<file path="src/rtl/frogger_pkg.sv">
// frogger_pkg: turn-scheduler state type, home-row geometry and slot lookup
package frogger_pkg;
  typedef enum logic [2:0] {IDLE, SPAWN, PLAY, DYING, HOMED, HALT} state_t;
  localparam int NUM_FROGS = 3;
  localparam logic [10:0] HOME_Y = 11'd40;
  localparam logic [2:0][10:0] SLOT_X = {11'd480, 11'd280, 11'd120};
  function automatic logic [1:0] slot_index(input logic [10:0] x);
    return x == SLOT_X[0] ? 2'd0 : x == SLOT_X[1] ? 2'd1 : x == SLOT_X[2] ? 2'd2 : 2'd3;
  endfunction
endpackage

</file>
<file path="src/rtl/frog_turn_scheduler_if.sv">
// frog_turn_scheduler_if: datapath/game-FSM side signals of the turn scheduler
interface frog_turn_scheduler_if;
  logic game_active;
  logic [10:0] frog_x;
  logic [10:0] frog_y;
  logic hazard_hit;
  logic [1:0] active_frog;
  logic spawn_pulse;
  logic freeze;
  logic [2:0] home_mask;
  logic dead_frog;
  logic [7:0] time_left;
  logic all_home;
  modport master(
    output game_active, frog_x, frog_y, hazard_hit,
    input active_frog, spawn_pulse, freeze, home_mask, dead_frog, time_left, all_home
  );
  modport slave(
    input game_active, frog_x, frog_y, hazard_hit,
    output active_frog, spawn_pulse, freeze, home_mask, dead_frog, time_left, all_home
  );
endinterface

</file>
<file path="src/rtl/frog_turn_scheduler_life_timer.sv">
// life_timer: per-life frame counter and seconds countdown saturating at zero
module life_timer #(
  parameter int TIME_SECS = 30,
  parameter int FRAMES_PER_SEC = 60
) (
  input  logic       frame_clk,
  input  logic       game_restart,
  input  logic       load,
  input  logic       run,
  output logic [7:0] time_left,
  output logic       timeout
);
  localparam int CW = $clog2(FRAMES_PER_SEC + 1);
  logic [CW-1:0] frame_cnt_q, frame_cnt_d;
  logic [7:0] time_left_q, time_left_d;
  logic wrap;
  always_comb begin
    wrap = frame_cnt_q == CW'(FRAMES_PER_SEC - 1);
    frame_cnt_d = load || (run && wrap) ? '0 : run ? frame_cnt_q + 1'b1 : frame_cnt_q;
    time_left_d = load ? 8'(TIME_SECS) : run && wrap && time_left_q != 8'd0 ? time_left_q - 8'd1 : time_left_q;
  end
  always_ff @(posedge frame_clk or posedge game_restart) begin
    if (game_restart) begin
      frame_cnt_q <= '0;
      time_left_q <= 8'(TIME_SECS);
    end else begin
      frame_cnt_q <= frame_cnt_d;
      time_left_q <= time_left_d;
    end
  end
  // the wrap that finds the clock already at zero ends the life
  assign timeout = run && wrap && time_left_q == 8'd0;
  assign time_left = time_left_q;
endmodule

</file>
<file path="src/rtl/frog_turn_scheduler.sv">
// frog_turn_scheduler: sequences the three frogs through spawn, play, death and homing
module frog_turn_scheduler
  import frogger_pkg::*;
#(
  parameter int TIME_SECS = 30,
  parameter int FRAMES_PER_SEC = 60,
  parameter int DEATH_FRAMES = 60
) (
  input logic frame_clk,
  input logic game_restart,
  frog_turn_scheduler_if.slave bus
);
  localparam int DW = $clog2(DEATH_FRAMES + 1);
  localparam logic [2:0] FULL = 3'((1 << NUM_FROGS) - 1);
  state_t state_q, state_d;
  logic [1:0] active_frog_q, active_frog_d;
  logic [2:0] home_mask_q, home_mask_d, slot_bit, new_mask;
  logic [DW-1:0] death_cnt_q, death_cnt_d;
  logic at_home, home_ok, timeout;
  life_timer #(.TIME_SECS(TIME_SECS), .FRAMES_PER_SEC(FRAMES_PER_SEC)) u_timer (
    .frame_clk(frame_clk),
    .game_restart(game_restart),
    .load(state_d == SPAWN),
    .run(state_q == PLAY),
    .time_left(bus.time_left),
    .timeout(timeout)
  );
  always_comb begin
    slot_bit = 3'b001 << slot_index(bus.frog_x);
    new_mask = home_mask_q | slot_bit;
    at_home = bus.frog_y == HOME_Y;
    home_ok = at_home && slot_bit != 3'b000 && (home_mask_q & slot_bit) == 3'b000;
    state_d = state_q;
    active_frog_d = active_frog_q;
    home_mask_d = home_mask_q;
    death_cnt_d = death_cnt_q;
    case (state_q)
      IDLE:  state_d = SPAWN;
      SPAWN: state_d = PLAY;
      PLAY: begin
        if (!bus.game_active) state_d = HALT;
        else if (bus.hazard_hit || (at_home && !home_ok)) begin
          state_d = DYING;
          death_cnt_d = '0;
        end else if (home_ok) begin
          state_d = HOMED;
          home_mask_d = new_mask;
          active_frog_d = new_mask == FULL ? 2'd3 : active_frog_q + 2'd1;
        end else if (timeout) begin
          state_d = DYING;
          death_cnt_d = '0;
        end
      end
      DYING: begin
        if (!bus.game_active) state_d = HALT;
        else if (death_cnt_q == DW'(DEATH_FRAMES - 1)) state_d = SPAWN;
        else death_cnt_d = death_cnt_q + 1'b1;
      end
      HOMED:   state_d = home_mask_q == FULL ? HALT : SPAWN;
      HALT:    state_d = HALT;
      default: state_d = IDLE;
    endcase
  end
  always_ff @(posedge frame_clk or posedge game_restart) begin
    if (game_restart) begin
      state_q <= IDLE;
      active_frog_q <= 2'd0;
      home_mask_q <= 3'b000;
      death_cnt_q <= '0;
    end else begin
      state_q <= state_d;
      active_frog_q <= active_frog_d;
      home_mask_q <= home_mask_d;
      death_cnt_q <= death_cnt_d;
    end
  end
  // pulses decode from registered state so an async reset clears them at once
  assign bus.spawn_pulse = state_q == SPAWN;
  assign bus.dead_frog = state_q == DYING && death_cnt_q == '0;
  assign bus.freeze = state_q != PLAY;
  assign bus.active_frog = active_frog_q;
  assign bus.home_mask = home_mask_q;
  assign bus.all_home = home_mask_q == FULL;
endmodule

</file>
<file path="src/flat_wrapper.sv">
// flat-port wrapper written by rule: the top's interface ports become plain ports
module frog_turn_scheduler_flat import frogger_pkg::*;
#(
  parameter int TIME_SECS = 30,
  parameter int FRAMES_PER_SEC = 60,
  parameter int DEATH_FRAMES = 60
)
  (frame_clk, game_restart, bus_game_active, bus_frog_x, bus_frog_y, bus_hazard_hit, bus_active_frog, bus_spawn_pulse, bus_freeze, bus_home_mask, bus_dead_frog, bus_time_left, bus_all_home);
  frog_turn_scheduler_if bus_i ();
  input logic frame_clk;
  input logic game_restart;
  input wire logic [$bits(bus_i.game_active)-1:0] bus_game_active;
  input wire logic [$bits(bus_i.frog_x)-1:0] bus_frog_x;
  input wire logic [$bits(bus_i.frog_y)-1:0] bus_frog_y;
  input wire logic [$bits(bus_i.hazard_hit)-1:0] bus_hazard_hit;
  output wire logic [$bits(bus_i.active_frog)-1:0] bus_active_frog;
  output wire logic [$bits(bus_i.spawn_pulse)-1:0] bus_spawn_pulse;
  output wire logic [$bits(bus_i.freeze)-1:0] bus_freeze;
  output wire logic [$bits(bus_i.home_mask)-1:0] bus_home_mask;
  output wire logic [$bits(bus_i.dead_frog)-1:0] bus_dead_frog;
  output wire logic [$bits(bus_i.time_left)-1:0] bus_time_left;
  output wire logic [$bits(bus_i.all_home)-1:0] bus_all_home;
  assign bus_i.game_active = bus_game_active;
  assign bus_i.frog_x = bus_frog_x;
  assign bus_i.frog_y = bus_frog_y;
  assign bus_i.hazard_hit = bus_hazard_hit;
  assign bus_active_frog = bus_i.active_frog;
  assign bus_spawn_pulse = bus_i.spawn_pulse;
  assign bus_freeze = bus_i.freeze;
  assign bus_home_mask = bus_i.home_mask;
  assign bus_dead_frog = bus_i.dead_frog;
  assign bus_time_left = bus_i.time_left;
  assign bus_all_home = bus_i.all_home;
  frog_turn_scheduler #(.TIME_SECS(TIME_SECS), .FRAMES_PER_SEC(FRAMES_PER_SEC), .DEATH_FRAMES(DEATH_FRAMES)) u_core (.frame_clk(frame_clk), .game_restart(game_restart), .bus(bus_i));
endmodule
</file>
<file path="config.mk">
export PLATFORM = sky130hd
export DESIGN_NAME = frog_turn_scheduler_flat
export DESIGN_NICKNAME = d
export VERILOG_FILES = /design/src/rtl/frogger_pkg.sv /design/src/rtl/frog_turn_scheduler_if.sv /design/src/rtl/frog_turn_scheduler_life_timer.sv /design/src/rtl/frog_turn_scheduler.sv /design/src/flat_wrapper.sv
export SDC_FILE = /design/constraint.sdc
export NUM_CORES = 1
export LEC_CHECK = 0
export BUFFER_PORTS_ARGS = -buffer_cell sky130_fd_sc_hd__clkbuf_2
export CAP_MARGIN = 20
export CORE_UTILIZATION = 49
export DETAILED_ROUTE_END_ITERATION = 10
export HOLD_SLACK_MARGIN = 0.06
export PLACE_DENSITY = 0.76
export SYNTH_ARGS = -nofsm -noshare
export SYNTH_HDL_FRONTEND = slang
export SYNTH_SLANG_ARGS = --single-unit
export TNS_END_PERCENT = 10
</file>
<file path="constraint.sdc">
create_clock -name frame_clk -period 1.9 [get_ports frame_clk]
set_input_delay 0.57 -clock frame_clk [delete_from_list [all_inputs] [get_ports frame_clk]]
set_output_delay 0.57 -clock frame_clk [all_outputs]
set_load 0.05 [all_outputs]
</file>
# Yosys cells after proc, flatten, opt, wreduce, memory -nomap -nowiden
# Index checks and enable logic that the tools add are counted.
[totals] reg_bits=28 input_bits=26 output_inout_bits=17 word_cells=78
[op_classes] bitwise=3 shifts=1 n_reduce_logical=21 eq_ne=20 muxes=23 add_sub_neg=4
[op_table] op="$mux W6" n=8
[op_table] op="$eq A11 B9 Y1 const B" n=2
[op_table] op="$mux W3" n=7
[op_table] op="$pmux W3 S6" n=1
[op_table] op="$mux W8" n=2
[op_table] op="$add A6 B1 Y6 const B" n=2
[op_table] op="$eq A3 B3 Y1 const B" n=4
[op_table] op="$eq A6 B6 Y1 const B" n=2
[op_table] op="$pmux W6 S2" n=1
[op_table] op="$eq A11 B6 Y1 const B" n=1
[op_table] op="$eq A11 B7 Y1 const B" n=1
[op_table] op="$logic_not A8 Y1" n=1
[op_table] op="$reduce_bool A8 Y1" n=1
[op_table] op="$sub A8 B1 Y8 const B" n=1
[op_table] op="$logic_and A1 B1 Y1" n=7
[op_table] op="$eq A3 B1 Y1 const B" n=2
[op_table] op="$eq A3 B2 Y1 const B" n=2
[op_table] op="$logic_not A3 Y1" n=2
[op_table] op="$logic_not A6 Y1" n=1
[op_table] op="$mux W2" n=3
[op_table] op="$ne A2 B2 Y1 const B" n=3
[op_table] op="$reduce_and A6 Y1" n=1
[op_table] op="$reduce_bool A2 Y1" n=3
[op_table] op="$reduce_and A4 Y1" n=1
[op_table] op="12 further kinds" n=13

# Depth between registers and ports, before layout
[logic_depth] word_depth=17 depth_mapped=8 mapped_depth_nobuf=7

# Hierarchy
# From an unflattened synthesis, not the netlist that was laid out.
[unflattened] cells_unflattened=192 hier_area_um2=1809.2
[modules_own_cells] module="frog_turn_scheduler" cells_per_inst=108 n_inst=1 area_per_inst_um2=1021.0 seq_area_each_um2=350.3
[modules_own_cells] module="life_timer" cells_per_inst=84 n_inst=1 area_per_inst_um2=788.3 seq_area_each_um2=355.3

# Least setup slack after synthesis
# OpenSTA, ideal clock, no wires.
[synth_timing] path_type="register to output" start="reg u_core.state_q[0]" end="out bus_dead_frog" required_time_ns=1.330 t_arrival_ns=2.256 setup_slack_ns=-0.926 path_buffers=0 path_stages_with_launch=4 cell_sequence="dfrtp_1 > nor2b_1 > nand2_1 > nor4_1"
[synth_via] elab_chain_cells=2
[synth_lines] item="from (decl)" line_no="frog_turn_scheduler.sv:15" source="state_t state_q, state_d;"
[synth_lines] item="from (signal assigned)" line_no="frog_turn_scheduler.sv:71" source="state_q <= state_d;"
[synth_lines] item="$eq A3 B2 Y1" line_no="frog_turn_scheduler.sv:79" source="assign bus.dead_frog = state_q == DYING && death_cnt_q == '0;"
[synth_lines] item="$logic_and A1 B1 Y1" line_no="frog_turn_scheduler.sv:79"
[synth_lines] item="to (decl)" line_no="flat_wrapper.sv:20" source="output wire logic [$bits(bus_i.dead_frog)-1:0] bus_dead_frog;"
# Every way passes these cells.

# Worst setup path in the final report
[layout_timing] start="reg u_core.u_timer.time_left_q[0], in the netlist u_core.u_timer.time_left[0]" end="reg u_core.death_cnt_q[0]"
[layout_via] elab_chain_cells=4
[layout_lines] item="from (decl)" line_no="frog_turn_scheduler_life_timer.sv:15" source="logic [7:0] time_left_q, time_left_d;"
[layout_lines] item="from (signal assigned)" line_no="frog_turn_scheduler_life_timer.sv:25" source="time_left_q <= 8'(TIME_SECS);"
[layout_lines] item="from (signal assigned)" line_no="frog_turn_scheduler_life_timer.sv:28" source="time_left_q <= time_left_d;"
[layout_lines] item="$logic_not A8 Y1" line_no="frog_turn_scheduler_life_timer.sv:32" source="assign timeout = run && wrap && time_left_q == 8'd0;"
[layout_lines] item="$logic_and A1 B1 Y1" line_no="frog_turn_scheduler_life_timer.sv:32"
[layout_lines] item="$ne A3 B1 Y1 (no source line)"
[layout_lines] item="$reduce_and A6 Y1 (no source line)"
[layout_lines] item="to (signal assigned)" line_no="frog_turn_scheduler.sv:74" source="death_cnt_q <= death_cnt_d;"
[layout_lines] item="to (decl)" line_no="frog_turn_scheduler.sv:18" source="logic [DW-1:0] death_cnt_q, death_cnt_d;"
# Every way passes these cells.
# A chain may end at the register's enable or synchronous reset.

==> impl_metrics.env <==
export IMPL_wl_per_cell_um=13.8
export IMPL_fin_cells=322
export IMPL_rows=22
export IMPL_synth_top_area_frac=0.320
export IMPL_fin_crit_sh=1.07
export IMPL_io_buffer_count=42
export IMPL_n_antenna_cell=0
export IMPL_h_tree_depth=1
export IMPL_antenna_found_initial=0
export IMPL_drt_drc_violations_left=0
export IMPL_cp_max_fo=6
export IMPL_area_delta_synth_final_pct=40.8
export IMPL_synth_edf_count=0
export IMPL_maxCapViolCount=0
export IMPL_cts_buffers=3
export IMPL_vias=1779
export IMPL_cellLeakagePower_nw=1.15
export IMPL_total_power_mw=2.45
export IMPL_grtUsageTotal=0.235
export IMPL_grt_max_degree=29
export IMPL_grt_pass1_vias=1725
export IMPL_cpMostUsedCell="buf_4"
export IMPL_clkSlewWorstSetupHoldPaths_ns=0.09
export IMPL_cp_top_family="compound AO/OA/AOI/OAI gates"
export IMPL_design_core_area_um2=3660
export IMPL_multi_input_area_um2=1200
export IMPL_root_buffer="clkbuf_8"
export IMPL_die_w_um=63.9
export IMPL_violations="setup timing"
export IMPL_die_area_um2=4080
export IMPL_clock_sinks=28
export IMPL_synth_async_reset_ratio=1.00
export IMPL_ys_ff_latch=28
export IMPL_start_kind="flop"
export IMPL_synth_cell_type_count=57
export IMPL_dp_cells=314
export IMPL_synth_warnings=0
export IMPL_ant_nets=0
export IMPL_gr_total_overflow=0
export IMPL_fillCellCount=285
export IMPL_final_cell_mix="buf_4 (42), clkbuf_2 (39), dfrtp_1 (21), nand2_1 (13)"
export IMPL_nNetsFinal=305
export IMPL_grt_pass1_wl_um=7490
export IMPL_max_freq_mhz=493
export IMPL_viasPerCell=5.52
export IMPL_min_path_type="input pin to asynchronous set/reset pin"
export IMPL_cp_num_buf_inv=3
export IMPL_slew_viol_final=0
export IMPL_syn_avg_cell_area_um2=9.92
export IMPL_ys_flop_type="dfrtp_1"
export IMPL_syn_num_nets=219
export IMPL_path_cells="inv_2 -> ha_4 -> nand4b_1 -> o41a_1 -> buf_4 -> nor2_2 -> a21oi_1 -> buf_4 -> mux2_2"
export IMPL_crit_slowest_cell="dfrtp_2"
export IMPL_peakVddDrop_uv=355
export IMPL_clockBufferDepth=2
export IMPL_cts_tree="done"
export IMPL_max_stage_delay_ns=0.42
export IMPL_drtPass1Iterations=4
export IMPL_initialDrtViolationCount=47
export IMPL_critical_path_class="flop to flop"
export IMPL_r2r_setup_slack_ns=-0.13
export IMPL_worst_slack_ns=-0.127
export IMPL_gp_congestion=0.870
export IMPL_yosysSeqAreaShare=0.376
export IMPL_tightest_slew_ns=0.372
export IMPL_fin_hold_ws_ns=0.329
export IMPL_grt_setup_unrepaired="yes"
export IMPL_arrival_ns=2.19
export IMPL_start_util=0.512
export IMPL_powerDensity_nw_per_um2=929
export IMPL_finalHoldViolCount=0
export IMPL_layout_drive_gt1_share=0.511
export IMPL_place_hpwl_um=3450
export IMPL_syn_inst=189
export IMPL_status="finished, violations left"
export IMPL_slew_headroom=0.751
export IMPL_insertion_delay_ns=0.27
export IMPL_worstPathRequired_ns=2.06
export IMPL_drt_wl_total_um=4440
export IMPL_crit_path_end_kind="flop"
export IMPL_regArea_um2=709
export IMPL_final_common_cell="buf_4"
export IMPL_chipHeight_um=63.9
export IMPL_min_period_ns=2.03
export IMPL_synth_area_top_cells="dfrtp_1 (32%), dfstp_2 (5.6%), o21ai_0 (3.5%)"
export IMPL_finalSetupViolCount=16
export IMPL_netlist_area_um2=1880
export IMPL_clock_skew_ns=0.00349
export IMPL_io_pins=43
export IMPL_yosys_area_top_type="dfrtp_1"
==> final cells by class <==
cell class	count	share of cell area
clock buffers	4	0.0171
repair buffers	85	0.217
inverters	12	0.0199
well taps	48	0.0227
multi-input cells	145	0.455
flip-flops and latches	28	0.269
==> timing repair <==
item,CTS,global route
setup endpoints to repair,25,29
hold buffers,0,0
resized for setup,23,10
gates cloned,0,0
pin swaps,4,3
setup buffers,2,2
==> kinds of logic after synthesis <==
group,after synthesis,share of synthesized area
adders and majority gates,4,0.0267
and+or+nand+nor,79,0.279
muxes,3,0.0173
buffers and inverters,16,0.0434
AOI/OAI and AO/OA,49,0.211
DFF,28,0.376
xor gates and xnor gates,10,0.0467
==> layer usage <==
metal  up-vias  part of all wire  wire length [um]  track usage
met2        54              0.52              2310        0.444
met3         6             0.037               166       0.0179
met4         0             0.014                60       0.0682
li1        872                 -                 -            -
met1       847              0.43              1910        0.281
met5         -                 0                 0            0
==> cells in the mapped netlist (all sizes together) (3+ instances only) <==
cell / count
o21ai: 13
a31oi: 5
inv: 12
and3: 3
nand4: 3
buf: 3
xnor2: 7
nor2: 10
dfrtp: 24
a21oi: 10
nand2: 16
ha: 4
a211oi: 5
nor4: 3
and4bb: 3
nor3b: 3
xor2: 3
dfstp: 4
nor3: 6
nand3: 10
nor2b: 7
==> registers in the layout, indices dropped and copies added (netlist names) <==
| signal | count |
|---|---|
| u_core.death_cnt_q | 6 |
| u_core.state_q | 3 |
| u_core.bus.active_frog | 2 |
| u_core.bus.home_mask | 3 |
| u_core.u_timer.frame_cnt_q | 6 |
| u_core.u_timer.time_left | 8 |
==> through the flow <==
step	setup TNS, ns	cell area, um2	setup slack, ns	util
detailed placement	-7.85	2470	-0.382	0.675
global placement	-6.85	2470	-0.315	0.675
floorplan	-2.84	1930	-0.191	-
finish	-1.35	2640	-0.127	0.721
CTS	-1.25	2600	-0.126	0.710
global route	-3.30	2640	-0.201	0.721
==> tightest hold or removal path, cell delays in order <==
cell,delay (ns)
clkbuf_2,0.08
inv_1,0.04
buf_4,0.32
==> path summary, 6_finish.rpt <==
path                                                    startpoint                                      end  cells after the start
min in group frame_clk         u_core.bus.home_mask[1]$_DFFE_PP0P_      u_core.bus.home_mask[1]$_DFFE_PP0P_                      1
hold / removal                                        game_restart        u_core.death_cnt_q[5]$_DFFE_PP0P_                      3
setup / recovery           u_core.u_timer.time_left[0]$_DFFE_PP0P_        u_core.death_cnt_q[0]$_DFFE_PP0P_                      9
setup reg to reg           u_core.u_timer.time_left[0]$_DFFE_PP0P_        u_core.death_cnt_q[0]$_DFFE_PP0P_                      9
hold reg to reg                u_core.bus.home_mask[1]$_DFFE_PP0P_      u_core.bus.home_mask[1]$_DFFE_PP0P_                      1
max in group asynchronous                             game_restart  u_core.u_timer.time_left[1]$_DFFE_PP1P_                      3
==> report_power, final <==
group | internal (mW) | total (mW) | switching [mW]
Combinational | 0.595 | 1.31 | 0.714
Sequential | 0.700 | 0.820 | 0.120
Clock | 0.150 | 0.322 | 0.172
Total | 1.45 | 2.45 | 1.01
Power figures use the tool's default switching activity.
